File: config.mk
export PLATFORM = sky130hd
export DESIGN_NAME = change_dispenser
export DESIGN_NICKNAME = d
export VERILOG_FILES = /design/src/rtl/vend_pkg.sv /design/src/rtl/coin_select.sv /design/src/rtl/change_dispenser.sv
export SDC_FILE = /design/constraint.sdc
export NUM_CORES = 1
export LEC_CHECK = 0
export CAP_MARGIN = 20
export CORE_MARGIN = 2
export CORE_UTILIZATION = 28
export CTS_CLUSTER_SIZE = 20
export DETAILED_ROUTE_END_ITERATION = 6
export DONT_BUFFER_PORTS = 1
export PLACE_DENSITY_LB_ADDON = 0.12
export SYNTH_ARGS = -nofsm -noshare
export SYNTH_HDL_FRONTEND = slang
export SYNTH_SLANG_ARGS = --single-unit
File: constraint.sdc
create_clock -name clk -period 1.85 [get_ports clk]
set_input_delay 0.185 -clock clk [delete_from_list [all_inputs] [get_ports clk]]
set_output_delay 0.185 -clock clk [all_outputs]
set_load 0.02 [all_outputs]
File: src/rtl/vend_pkg.sv
// Shared vending definitions: coin codes, coin values and dispenser states.
package vend_pkg;

   // Coin code, same encoding as the vending-machine coin input.
   typedef enum logic [1:0] {
      COIN_NONE    = 2'b00,
      COIN_NICKEL  = 2'b01,
      COIN_DIME    = 2'b10,
      COIN_QUARTER = 2'b11
   } coin_e;

   // Coin values in nickel units.
   localparam int NICKEL_VAL  = 1;
   localparam int DIME_VAL    = 2;
   localparam int QUARTER_VAL = 5;

   typedef enum logic [1:0] {
      IDLE,
      SELECT,
      PRESENT,
      DONE
   } disp_state_e;

   // Value of a coin code in nickels; COIN_NONE is worth nothing.
   function automatic int coin_value(input coin_e c);
      case (c)
         COIN_NICKEL:  return NICKEL_VAL;
         COIN_DIME:    return DIME_VAL;
         COIN_QUARTER: return QUARTER_VAL;
         default:      return 0;
      endcase
   endfunction

endpackage

File: src/rtl/coin_select.sv
// Greedy coin choice: largest non-empty denomination that fits in remain.
module coin_select
   import vend_pkg::*;
#(
   parameter int CREDIT_W = 5
) (
   input  logic [CREDIT_W-1:0] remain,
   input  logic [2:0]          tube_empty,
   output logic                found,
   output coin_e               coin
);

   // Widened copy so the comparisons work for any CREDIT_W.
   logic [31:0] rem_w;
   assign rem_w = 32'(remain);

   // Quarter beats dime beats nickel; a coin never exceeds remain, so no underflow.
   always_comb begin
      found = 1'b0;
      coin  = COIN_NONE;
      if (rem_w >= 32'(QUARTER_VAL) && !tube_empty[2]) begin
         found = 1'b1;
         coin  = COIN_QUARTER;
      end else if (rem_w >= 32'(DIME_VAL) && !tube_empty[1]) begin
         found = 1'b1;
         coin  = COIN_DIME;
      end else if (rem_w >= 32'(NICKEL_VAL) && !tube_empty[0]) begin
         found = 1'b1;
         coin  = COIN_NICKEL;
      end
   end

endmodule

File: src/rtl/change_dispenser.sv
// Change dispenser: pays out a credit one coin at a time over a valid/ready ejector.
module change_dispenser
   import vend_pkg::*;
#(
   parameter int CREDIT_W = 5
) (
   input  logic                clk,
   input  logic                rst_n,
   input  logic                start,
   input  logic [CREDIT_W-1:0] credit,
   input  logic [2:0]          tube_empty,
   input  logic                coin_ready,
   output logic                coin_valid,
   output logic [1:0]          coin,
   output logic                busy,
   output logic                done,
   output logic                short,
   output logic [CREDIT_W-1:0] remain
);

   disp_state_e         state_q, state_d;
   logic [CREDIT_W-1:0] remain_q;
   logic                short_q;
   coin_e               coin_q;

   logic                sel_found;
   coin_e               sel_coin;
   logic [CREDIT_W-1:0] remain_after;

   coin_select #(.CREDIT_W(CREDIT_W)) u_sel (
      .remain     (remain_q),
      .tube_empty (tube_empty),
      .found      (sel_found),
      .coin       (sel_coin)
   );

   // Credit left once the presented coin has been taken.
   assign remain_after = remain_q - CREDIT_W'(coin_value(coin_q));

   // Next-state logic.
   always_comb begin
      state_d = state_q;
      case (state_q)
         IDLE:    if (start) state_d = SELECT;
         SELECT:  state_d = sel_found ? PRESENT : DONE;
         PRESENT: if (coin_ready) state_d = (remain_after == '0) ? DONE : SELECT;
         DONE:    state_d = IDLE;
         default: state_d = IDLE;
      endcase
   end

   // State register; reset aborts any payout in flight.
   always_ff @(posedge clk or negedge rst_n) begin
      if (!rst_n) state_q <= IDLE;
      else        state_q <= state_d;
   end

   // Remain/short/coin registers; tube_empty only matters in SELECT.
   always_ff @(posedge clk or negedge rst_n) begin
      if (!rst_n) begin
         remain_q <= '0;
         short_q  <= 1'b0;
         coin_q   <= COIN_NONE;
      end else begin
         case (state_q)
            IDLE: if (start) begin
               remain_q <= credit;
               short_q  <= 1'b0;
            end
            SELECT: begin
               if (sel_found) coin_q  <= sel_coin;
               else           short_q <= (remain_q != '0);
            end
            PRESENT: if (coin_ready) remain_q <= remain_after;
            default: ;
         endcase
      end
   end

   assign coin_valid = (state_q == PRESENT);
   assign coin       = coin_valid ? coin_q : COIN_NONE;
   assign busy       = (state_q != IDLE);
   assign done       = (state_q == DONE);
   assign short      = short_q;
   assign remain     = remain_q;

endmodule

# Word level (Yosys, flattened, before mapping)
# Cells that the tools add are included.
[word_totals]
ff_bits = 10
in_bits = 12
output_inout_bits = 11
elab_cells = 52
[op_classes]
n_addsub = 1
n_lt_le_gt_ge = 3
n_eq_ne = 9
mux = 19
reduce_logical = 16
[op_table]
columns = ["cell", "n"]
rows = [
  ["two-way mux 2 bit", 6],
  ["two-way mux 5 bit", 2],
  ["one-hot mux 5 bit (2 select lines)", 1],
  ["one-hot mux 3 bit (3 select lines)", 1],
  ["equality test 2 bit (second input constant)", 4],
  ["one-hot mux 2 bit (4 select lines)", 1],
  ["two-way mux 1 bit", 7],
  ["!= test 2 bit (second input constant)", 3],
  ["AND reduction 3 bit", 2],
  ["nonzero test 2 bit", 3],
  [">= comparator 5 x 1 -> 1 bit (second input constant)", 1],
  [">= comparator 5 x 2 -> 1 bit (second input constant)", 1],
  [">= comparator 5 x 3 -> 1 bit (second input constant)", 1],
  ["logical NOT 5 bit", 1],
  ["nonzero test 5 bit", 1],
  ["subtractor 5 bit", 1],
  ["equality test 2 x 1 -> 1 bit (second input constant)", 2],
  ["AND reduction 2 bit", 2],
  ["logical AND 1 bit", 3],
  ["logical NOT 1 bit", 3],
  ["logical NOT 2 bit", 1],
  ["one-hot mux 1 bit (2 select lines)", 1],
]

# Depth between registers and ports, before layout
# Gate-level depths: netlist of run 1.
[depth]
word_depth = 7
depth_mapped = 8
depth_no_buf = 8

# Hierarchy
# Synthesis of run 1 repeated with hierarchy kept, for this count alone.
[unflattened]
cells_unflattened = 84
area_unflattened_um2 = 753.2
[modules_own_cells]
columns = ["module", "instances", "cells_per_inst", "area_each_um2", "seq_area_each_um2"]
rows = [
  ["change_dispenser", 1, 74, 676.9, 250.2],
  ["coin_select", 1, 10, 76.3, 0.0],
]

# Worst setup path after synthesis of run 1
# No wires, ideal clock.
[synth_timing]
path_type = "reg-to-reg"
from = "register remain_q[0] (netlist: remain[0])"
to = "register state_q[1]"
setup_ns = 0.118
arrival_time_ns = 1.850
required_time_ns = 1.732
path_slack_ns = -0.118
stages_incl_launch_ff = 9
path_buffers = 0
period_less_slack_ns = 1.968
path_cell_list = "dfrtp_1 -> inv_1 -> ha_1 -> inv_1 -> fa_1 -> a211oi_1 -> xor2_1 -> nor3_1 -> a21o_1"
[synth_between]
elab_chain_len = 5
[synth_lines]
columns = ["element", "line", "source"]
rows = [
  ["from (decl)", "change_dispenser.sv:22", "logic [CREDIT_W-1:0] remain_q;"],
  ["from (signal assigned)", "change_dispenser.sv:67", "remain_q <= credit;"],
  ["from (signal assigned)", "change_dispenser.sv:74", "PRESENT: if (coin_ready) remain_q <= remain_after;"],
  ["subtractor 5 bit", "change_dispenser.sv:38", "assign remain_after = remain_q - CREDIT_W'(coin_value(coin_q));"],
  ["logical NOT 5 bit", "change_dispenser.sv:46", "PRESENT: if (coin_ready) state_d = (remain_after == '0) ? DONE : SELECT;"],
  ["two-way mux 2 bit (2 in series)", "change_dispenser.sv:46", ""],
  ["one-hot mux 2 bit (4 select lines)", "change_dispenser.sv:43", "case (state_q)"],
  ["to (signal assigned)", "change_dispenser.sv:55", "else state_q <= state_d;"],
  ["to (decl)", "change_dispenser.sv:21", "disp_state_e state_q, state_d;"],
]
# Every way passes these cells. The select of a mux whose other input is x is not followed.
# A chain may end at the register's enable or synchronous reset.

# Worst setup path in the final report of run 1
# Same ends and word-level chain as after synthesis.

==> run_results.csv, run 1 <==
group,metric,value,unit
status,run_status,"complete, no violations",
global_routing,wire_length_of_the_first_global_routing_pass,3.06,mm
route,antenna_violating_nets_post_route,0,
sta,final_setup_violation_count,0,
yosys,avgSynthCellArea,9.01,µm²
sta,fmax,546,MHz
power_and_ir_drop,fin_total_pwr,1.82,mW
cells_and_area,area_occupied_by_multi_input_gates,450,µm²
power_and_ir_drop,p_per_area,2140,nW/µm²
yosys,synth_compound_gate_area_share,23.3,%
power_and_ir_drop,vdd_ir_drop_max,756,µV
yosys,synth_fa_ha_area_share,7.99,%
setup_path,maximum_single_stage_delay_on_the_critical_path,0.41,ns
flow_run,max_cap_violations,0,
sta,rsz0062_at_grt,"true",
place,placedCellCount,113,
global_routing,grt_max_degree,12,
yosys,synth_enable_flop_cells,0,
place,global_placement_routability_congestion,0.809,
cells_and_area,antenna_cells,0,
yosys,netlist_area,721,µm²
setup_path,timing.critical_path.to_type,"register",
setup_path,crit_path_cell_trace,"inv_2 -> ha_4 -> inv_2 -> fa_2 -> a211oi_2 -> xor2_1 -> nor3_1 -> a21o_1",
yosys,synth_seq_cells,10,
floorplan,fp.coreArea,2450,µm²
sta,min_period_over_period,99.1,%
setup_path,classification_of_the_worst_setup_path,"reg -> reg",
floorplan,chipWidth,54.7,µm
power_and_ir_drop,power.share.switching,50.3,%
yosys,synthFlopType,"sky130_fd_sc_hd__dfrtp_1",
yosys,synth_simple_gate_area_share,18.8,%
place,port_buffers,0,
yosys,syn-instance-count,80,
cells_and_area,share_of_cells_above_drive_strength_1,25.0,%
route,drt-pass1-iter-count,4,
sta,tmin_final,1.83,ns
route,viasPerCell,5.39,
setup_path,critPathMaxFanout,2,
sta,slew-limit-headroom,66.1,%
global_routing,grt_pass1_vias,612,
yosys,synthesis.nets,96,
route,routed_wl,1.94,mm
yosys,xor_xnor_cell_area_share_of_the_yosys_netlist,3.65,%
yosys,postSynth.asyncResetShare,100,%
clocking,cts_root_buf,"sky130_fd_sc_hd__clkbuf_4",
sta,timing_hold_violations_final,0,
clocking,worst_skew_pair_latency,0.27,ns
global_routing,grt_remaining_overflow,0,
sta,final_max_slew_viol_count,0,
cells_and_area,layout-area-overhead-vs-synth,18.1,%
sta,hold_ws,0.0830,ns
setup_path,critPathMostFrequentCell,"sky130_fd_sc_hd__inv_2",
global_routing,number_of_antenna_violations_at_the_first_check_in_global_routing,0,
route,routedWlPerCell,16.4,µm
place,hpwl,1.49,mm
setup_path,worstPathRequired,2.01,ns
clocking,cts_max_level,1,
cells_and_area,ff_latch_area,251,µm²
yosys,synthesis.yosys.warnings,0,
cells_and_area,layout.nets,105,
power_and_ir_drop,total_leakage_power,0.371,nW
sta,timing_worst_slew_pin_value,0.507,ns
clocking,count_of_clock_tree_sinks,10,
yosys,synth_top_family_by_area,"compound AO/OA/AOI/OAI gates",
setup_path,worstPathArrival,1.99,ns
route,vias,636,
clocking,postCtsSetupRepairBufs,0,
power_and_ir_drop,power.internal,0.905,mW
clocking,tritoncts_clock_tree,"done",
yosys,seq_area_frac_synth,34.7,%
route,drc_errors,0,
power_and_ir_drop,power.share.combinational,63.3,%
yosys,yosys-mux-area-fraction,5.73,%
yosys,ys_types,31,
route,first_iter_violations,15,
global_routing,grt_use_total,15.2,%
clocking,cts_inserted_buffers,3,
cells_and_area,count_of_placed_standard_cells_in_the_final_layout_fillers_left_out,118,
sta,clock-skew-final,0.00310,ns
power_and_ir_drop,net_sw_power,0.916,mW
floorplan,die_h,54.7,µm
power_and_ir_drop,power.clock.fraction,9.0,%
setup_path,cp_slowest_cell,"sky130_fd_sc_hd__dfrtp_2",
power_and_ir_drop,power.share.sequential,27.8,%
floorplan,core.rowCount,18,
cells_and_area,fin_util,34.7,%
floorplan,floorplan.initialDensity,29.4,%
setup_path,setup.worst_path.start_class,"register",
floorplan,ioPinCount,23,
worst_hold_path,hold_path.class,"in -> reg",
cells_and_area,filler_cell_count,254,
clocking,cts-root-to-sink-buffers,2,
clocking,clk_pin_slew_worst_paths,0.07,ns
floorplan,design.die.area,3000,µm²
Yosys cell counts, drive strengths merged (3+ instances only):
cell,count,area [µm²]
inv,6,22.5
mux2i,3,30.0
dfrtp,10,250
a211oi,3,22.5
a21oi,4,20.0
nand2,5,18.8
nor2,7,26.3
buf,4,20.0
o21ai,6,30.0
ha,3,37.5
layout by cell type (no fill, tap or decap), drive strengths merged, types with 3 or more instances in the layout:
cell type,count
o21ai,6
a211oi,3
ha,3
inv,6
nand2,5
buf,7
dfrtp,10
nor2,7
mux2i,3
a21oi,4
clkbuf,4
area by class of cell:
cell class | count | area share [%]
tap | 30 | 4.41
clock buffer | 4 | 3.09
sequential | 10 | 29.6
multi-input combinational | 60 | 52.9
inverter | 6 | 2.65
timing repair buffer | 8 | 7.35
critical path: cells and delay by family (launching register included):
kind,cells,cell delay [ns]
adders and majority gates,2,0.51
AOI/OAI and AO/OA,2,0.41
DFF,1,0.41
xor gates and xnor gates,1,0.21
buffers and inverters,2,0.12
and+or+nand+nor,1,0.07
flip-flops by register name (all words and copies together) (netlist names):
name     count
remain       5
coin_q       2
state_q      2
short        1
timing repair:
item                                   4_1_cts  5_1_grt
gates resized for setup                      0        5
setup endpoints to repair                    1        3
hold buffers                                 1        0
endpoints found under the hold margin       10        0
pin swaps                                    1        4
metal layers:
metal / part of all wire [%] / routed length, µm / track usage (%) / up-vias
met2: 47 / 910 / 23.4 / 17
li1: - / - / - / 303
met1: 44 / 862 / 19.6 / 312
met5: 0 / 0 / 0 / -
met4: 1.3 / 25 / 6.25 / 0
met3: 7.3 / 141 / 4.37 / 4
power groups by stage:
| stage | registers [mW] | clock network, mW | logic, mW |
|---|---|---|---|
| finish | 0.506 | 0.163 | 1.15 |
| global route | 0.527 | 0.185 | 1.29 |
| CTS | 0.502 | 0.168 | 1.12 |
| detailed placement | 0.506 | 0 | 1.11 |
| global placement | 0.510 | 0 | 1.11 |
| floorplan | 0.520 | 0 | 0.791 |
cell families (layout without fill, tap and decap cells):
logic type	count (synthesis)	count (layout)
AND/OR/NAND/NOR	24	24
XOR/XNOR	3	3
buffers and inverters	10	18
flip-flops	10	10
AO/OA/AOI/OAI	25	25
adder cells (fa/ha/maj)	4	4
multiplexers	4	4
stage by stage:
stage | TNS (ns) | worst slack [ns] | instance area, µm²
detailed placement | 0 | 0.0300 | 800
global route | -0.165 | -0.115 | 851
finish | 0 | 0.0173 | 851
floorplan | 0 | 0.0191 | 729
CTS | 0 | 0.0359 | 836
global placement | 0 | 0.0287 | 800
final timing paths:
| check | cells past startpoint | endpoint | slack (ns) | startpoint |
|---|---|---|---|---|
| worst min-delay path | 2 | short | 0.08 | tube_empty[0] |
| max in group asynchronous | 1 | remain[0] | 1.16 | rst_n |
| worst min register to register | 1 | coin_q[1] | 0.59 | coin_q[1] |
| worst max-delay path | 8 | state_q[1] | 0.02 | remain[0] |
| worst max register to register | 8 | state_q[1] | 0.02 | remain[0] |
| min in group asynchronous | 1 | state_q[0] | 0.32 | rst_n |
No activity file was read; power rests on OpenSTA's default activity.
==> run 2, diff against run 1 <==
--- a/config.mk
+++ b/config.mk
@@ -5,6 +5,7 @@
 export SDC_FILE = /design/constraint.sdc
 export NUM_CORES = 1
 export LEC_CHECK = 0
+export ABC_AREA = 1
 export CAP_MARGIN = 20
 export CORE_MARGIN = 2
 export CORE_UTILIZATION = 28
@@ -15,3 +16,4 @@
 export SYNTH_ARGS = -nofsm -noshare
 export SYNTH_HDL_FRONTEND = slang
 export SYNTH_SLANG_ARGS = --single-unit
+export TNS_END_PERCENT = 1
==> run 2 against run 1 <==
Compared with the run above:
- total power shrank 0.24%
- first-iteration DRC count shrank 60%
- via count grew 3.8%
- synthesized area grew 1.2%
- setup slack gained 0.12 ns
- largest power group unchanged
- highest routed layer unchanged
==> run_results.csv, run 2 <==
group,metric,value,unit
worst_hold_path,min_path_cells,2,
floorplan,ioPinCount,23,
yosys,synthFlopType,"sky130_fd_sc_hd__dfrtp_1",
sta,rsz0062_at_grt,"false",
clocking,cts_max_level,1,
yosys,synth_enable_flop_cells,0,
yosys,netlist_area,729,µm²
sta,slew-limit-headroom,66.8,%
sta,setup-tns-final,0,ns
route,vias,660,
sta,clock-skew-final,0.00403,ns
place,placedCellCount,138,
cells_and_area,filler_cell_count,280,
setup_path,timing.critical_path.to_type,"output pin",
clocking,postCtsSetupRepairBufs,0,
setup_path,regToRegSetupSlack,0.19,ns
cells_and_area,antenna_cells,0,
route,drc_errors,0,
floorplan,floorplan.initialDensity,29.4,%
sta,fmax,584,MHz
yosys,synth_largest_type_area_fraction,34.3,%
sta,min_period_over_period,92.6,%
clocking,cts-root-to-sink-buffers,2,
route,drt-pass1-iter-count,4,
yosys,post_synth_most_frequent_cells,"30 x sky130_fd_sc_hd__nand2_1, 15 x sky130_fd_sc_hd__inv_1, 11 x sky130_fd_sc_hd__nor2_1",
sta,timing_hold_violations_final,0,
global_routing,grt_remaining_overflow,0,
yosys,synth_compound_gate_area_share,9.43,%
floorplan,chipWidth,55.0,µm
sta,final_max_slew_viol_count,0,
global_routing,grt_max_degree,11,
clocking,cts_inserted_buffers,3,
global_routing,grt_pass1_vias,688,
setup_path,classification_of_the_worst_setup_path,"reg -> out",
yosys,syn-instance-count,104,
cells_and_area,final_cell_mix,"30 x sky130_fd_sc_hd__nand2_1, 15 x sky130_fd_sc_hd__inv_1, 11 x sky130_fd_sc_hd__nor2_1",
route,routedWlPerCell,12.6,µm
yosys,avgSynthCellArea,7.01,µm²
yosys,synthesis.nets,120,
cells_and_area,fin_util,34.0,%
yosys,synth_area_leader_cell,"sky130_fd_sc_hd__dfrtp_1",
worst_hold_path,hold_path.class,"in -> reg",
setup_path,worstPathRequired,1.66,ns
yosys,synthMostInstantiatedCell,"sky130_fd_sc_hd__nand2_1",
clocking,tritoncts_clock_tree,"done",
sta,final_setup_violation_count,0,
floorplan,design.die.area,3030,µm²
sta,timing_worst_slew_pin_value,0.497,ns
global_routing,wire_length_of_the_first_global_routing_pass,2.99,mm
place,port_buffers,0,
cells_and_area,layout.nets,130,
setup_path,worstPathArrival,1.53,ns
worst_hold_path,hold_start,"credit[1]",
power_and_ir_drop,p_per_area,2150,nW/µm²
route,first_iter_violations,6,
setup_path,timing.rr.start,"coin_q[0]",
setup_path,setup.worst_path.start_class,"register",
setup_path,regToRegEndpoint,"state_q[1]",
cells_and_area,count_of_placed_standard_cells_in_the_final_layout_fillers_left_out,143,
clocking,worst_skew_pair_latency,0.27,ns
power_and_ir_drop,fin_total_pwr,1.82,mW
place,global_placement_routability_congestion,0.835,
yosys,yosys-mux-area-fraction,0,%
yosys,synth_top_family_by_area,"simple AND/OR/NAND/NOR gates",
yosys,synth.area.top_cells,"sky130_fd_sc_hd__dfrtp_1 34%, sky130_fd_sc_hd__nand2_1 15%, sky130_fd_sc_hd__inv_1 7.7%",
route,antenna_violating_nets_post_route,0,
place,hpwl,1.50,mm
route,viasPerCell,4.62,
cells_and_area,largest_register_ff_count,5,
yosys,postSynth.asyncResetShare,100,%
floorplan,core.rowCount,18,
sta,tmin_final,1.71,ns
yosys,synth_fa_ha_area_share,7.89,%
floorplan,die_h,55.0,µm
clocking,clk_pin_slew_worst_paths,0.08,ns
clocking,count_of_clock_tree_sinks,10,
clocking,cts_root_buf,"sky130_fd_sc_hd__clkbuf_4",
yosys,synth_simple_gate_area_share,36.7,%
yosys,seq_area_frac_synth,34.3,%
yosys,synthesis.yosys.warnings,0,
global_routing,number_of_antenna_violations_at_the_first_check_in_global_routing,0,
flow_run,max_cap_violations,0,
yosys,xor_xnor_cell_area_share_of_the_yosys_netlist,2.40,%
power_and_ir_drop,vdd_ir_drop_max,853,µV
setup_path,critPathMaxFanout,6,
floorplan,fp.coreArea,2480,µm²
yosys,ys_types,21,
global_routing,grt_use_total,14.5,%
status,run_status,"complete, no violations",
yosys,synth_seq_cells,10,
cells_and_area,layout-area-overhead-vs-synth,15.6,%
cells_and_area,layout_commonest_cell,"sky130_fd_sc_hd__nand2_1",
power_and_ir_drop,total_leakage_power,0.450,nW
route,routed_wl,1.80,mm
setup_path,r2r.worst_path.cells,7,
cells_and_area,share_of_cells_above_drive_strength_1,15.0,%
worst_hold_path,hold_path_end,"remain[1]",
## run 2: changes by cell type in the layout (fill, tap and decap cells not counted), sizes merged, moves of 3 or more
cell / previous run / this run
o21ai: 6 / 2
mux2i: 3 / 0
nand3: 0 / 11
nand2: 5 / 32
buf: 7 / 4
a211oi: 3 / 0
nor2: 7 / 14
inv: 6 / 18
## run 2: worst max path at each step
stage / startpoint / end / depth (start not counted)
2_1_floorplan: remain[0] / state_q[1] / 8
3_3_place_gp: coin_q[0] / state_q[1] / 7
6_report: state_q[1] / coin[0] / 4
5_1_grt: coin_q[0] / state_q[1] / 7
4_1_cts: state_q[1] / coin[0] / 4
3_5_place_dp: coin_q[0] / state_q[1] / 7
## run 2: cells by family after synthesis
logic type / count (synthesis)
compound gates: 12
xor+xnor: 2
fa+ha+maj: 4
buf+inv: 18
flops: 10
simple gates: 58
## run 2: layout make-up
| type | count | area (µm²) | area share (%) |
|---|---|---|---|
| Tap cell | 30 | 37.5 | 4.45 |
| Clock buffer | 4 | 36.3 | 4.30 |
| Timing Repair Buffer | 5 | 40.0 | 4.75 |
| Multi-Input combinational cell | 76 | 412 | 48.8 |
| Sequential cell | 10 | 250 | 29.7 |
| Inverter | 18 | 67.6 | 8.01 |
## run 2: where the power goes
group	internal [mW]	switching, mW
clock	0.119	0.0840
sequential	0.331	0.169
combinational	0.403	0.711
total	0.853	0.964
## run 2: repair_timing
action	in CTS	in global routing
hold buffers	1	0
endpoints found under the setup margin	0	0
gates resized for setup	0	0
endpoints found under the hold margin	10	0
## run 2: layer usage
metal	global-route usage, %	vias to the layer above	routed length [µm]
met5	0	-	0
met4	8.13	0	12
met3	3.76	2	85
met2	24.4	16	854
met1	16.7	293	844
li1	-	349	-
## run 2: per-stage QoR
stage                     setup WS [ns]  hold WS, ns  instance area, µm²
final                             0.136       0.0765                 843
after global routing             0.0154       0.0833                 843
after CTS                         0.105       0.0650                 843
after detailed placement          0.171       -0.110                 797
after global placement            0.243       -0.110                 797
after floorplan                   0.200       -0.111                 729
## run 2: critical path: stages (launching register included)
cell	delay [ns]
sky130_fd_sc_hd__dfrtp_1	0.47
sky130_fd_sc_hd__inv_2	0.10
sky130_fd_sc_hd__nor2_4	0.24
sky130_fd_sc_hd__inv_1	0.13
sky130_fd_sc_hd__nor2_1	0.33
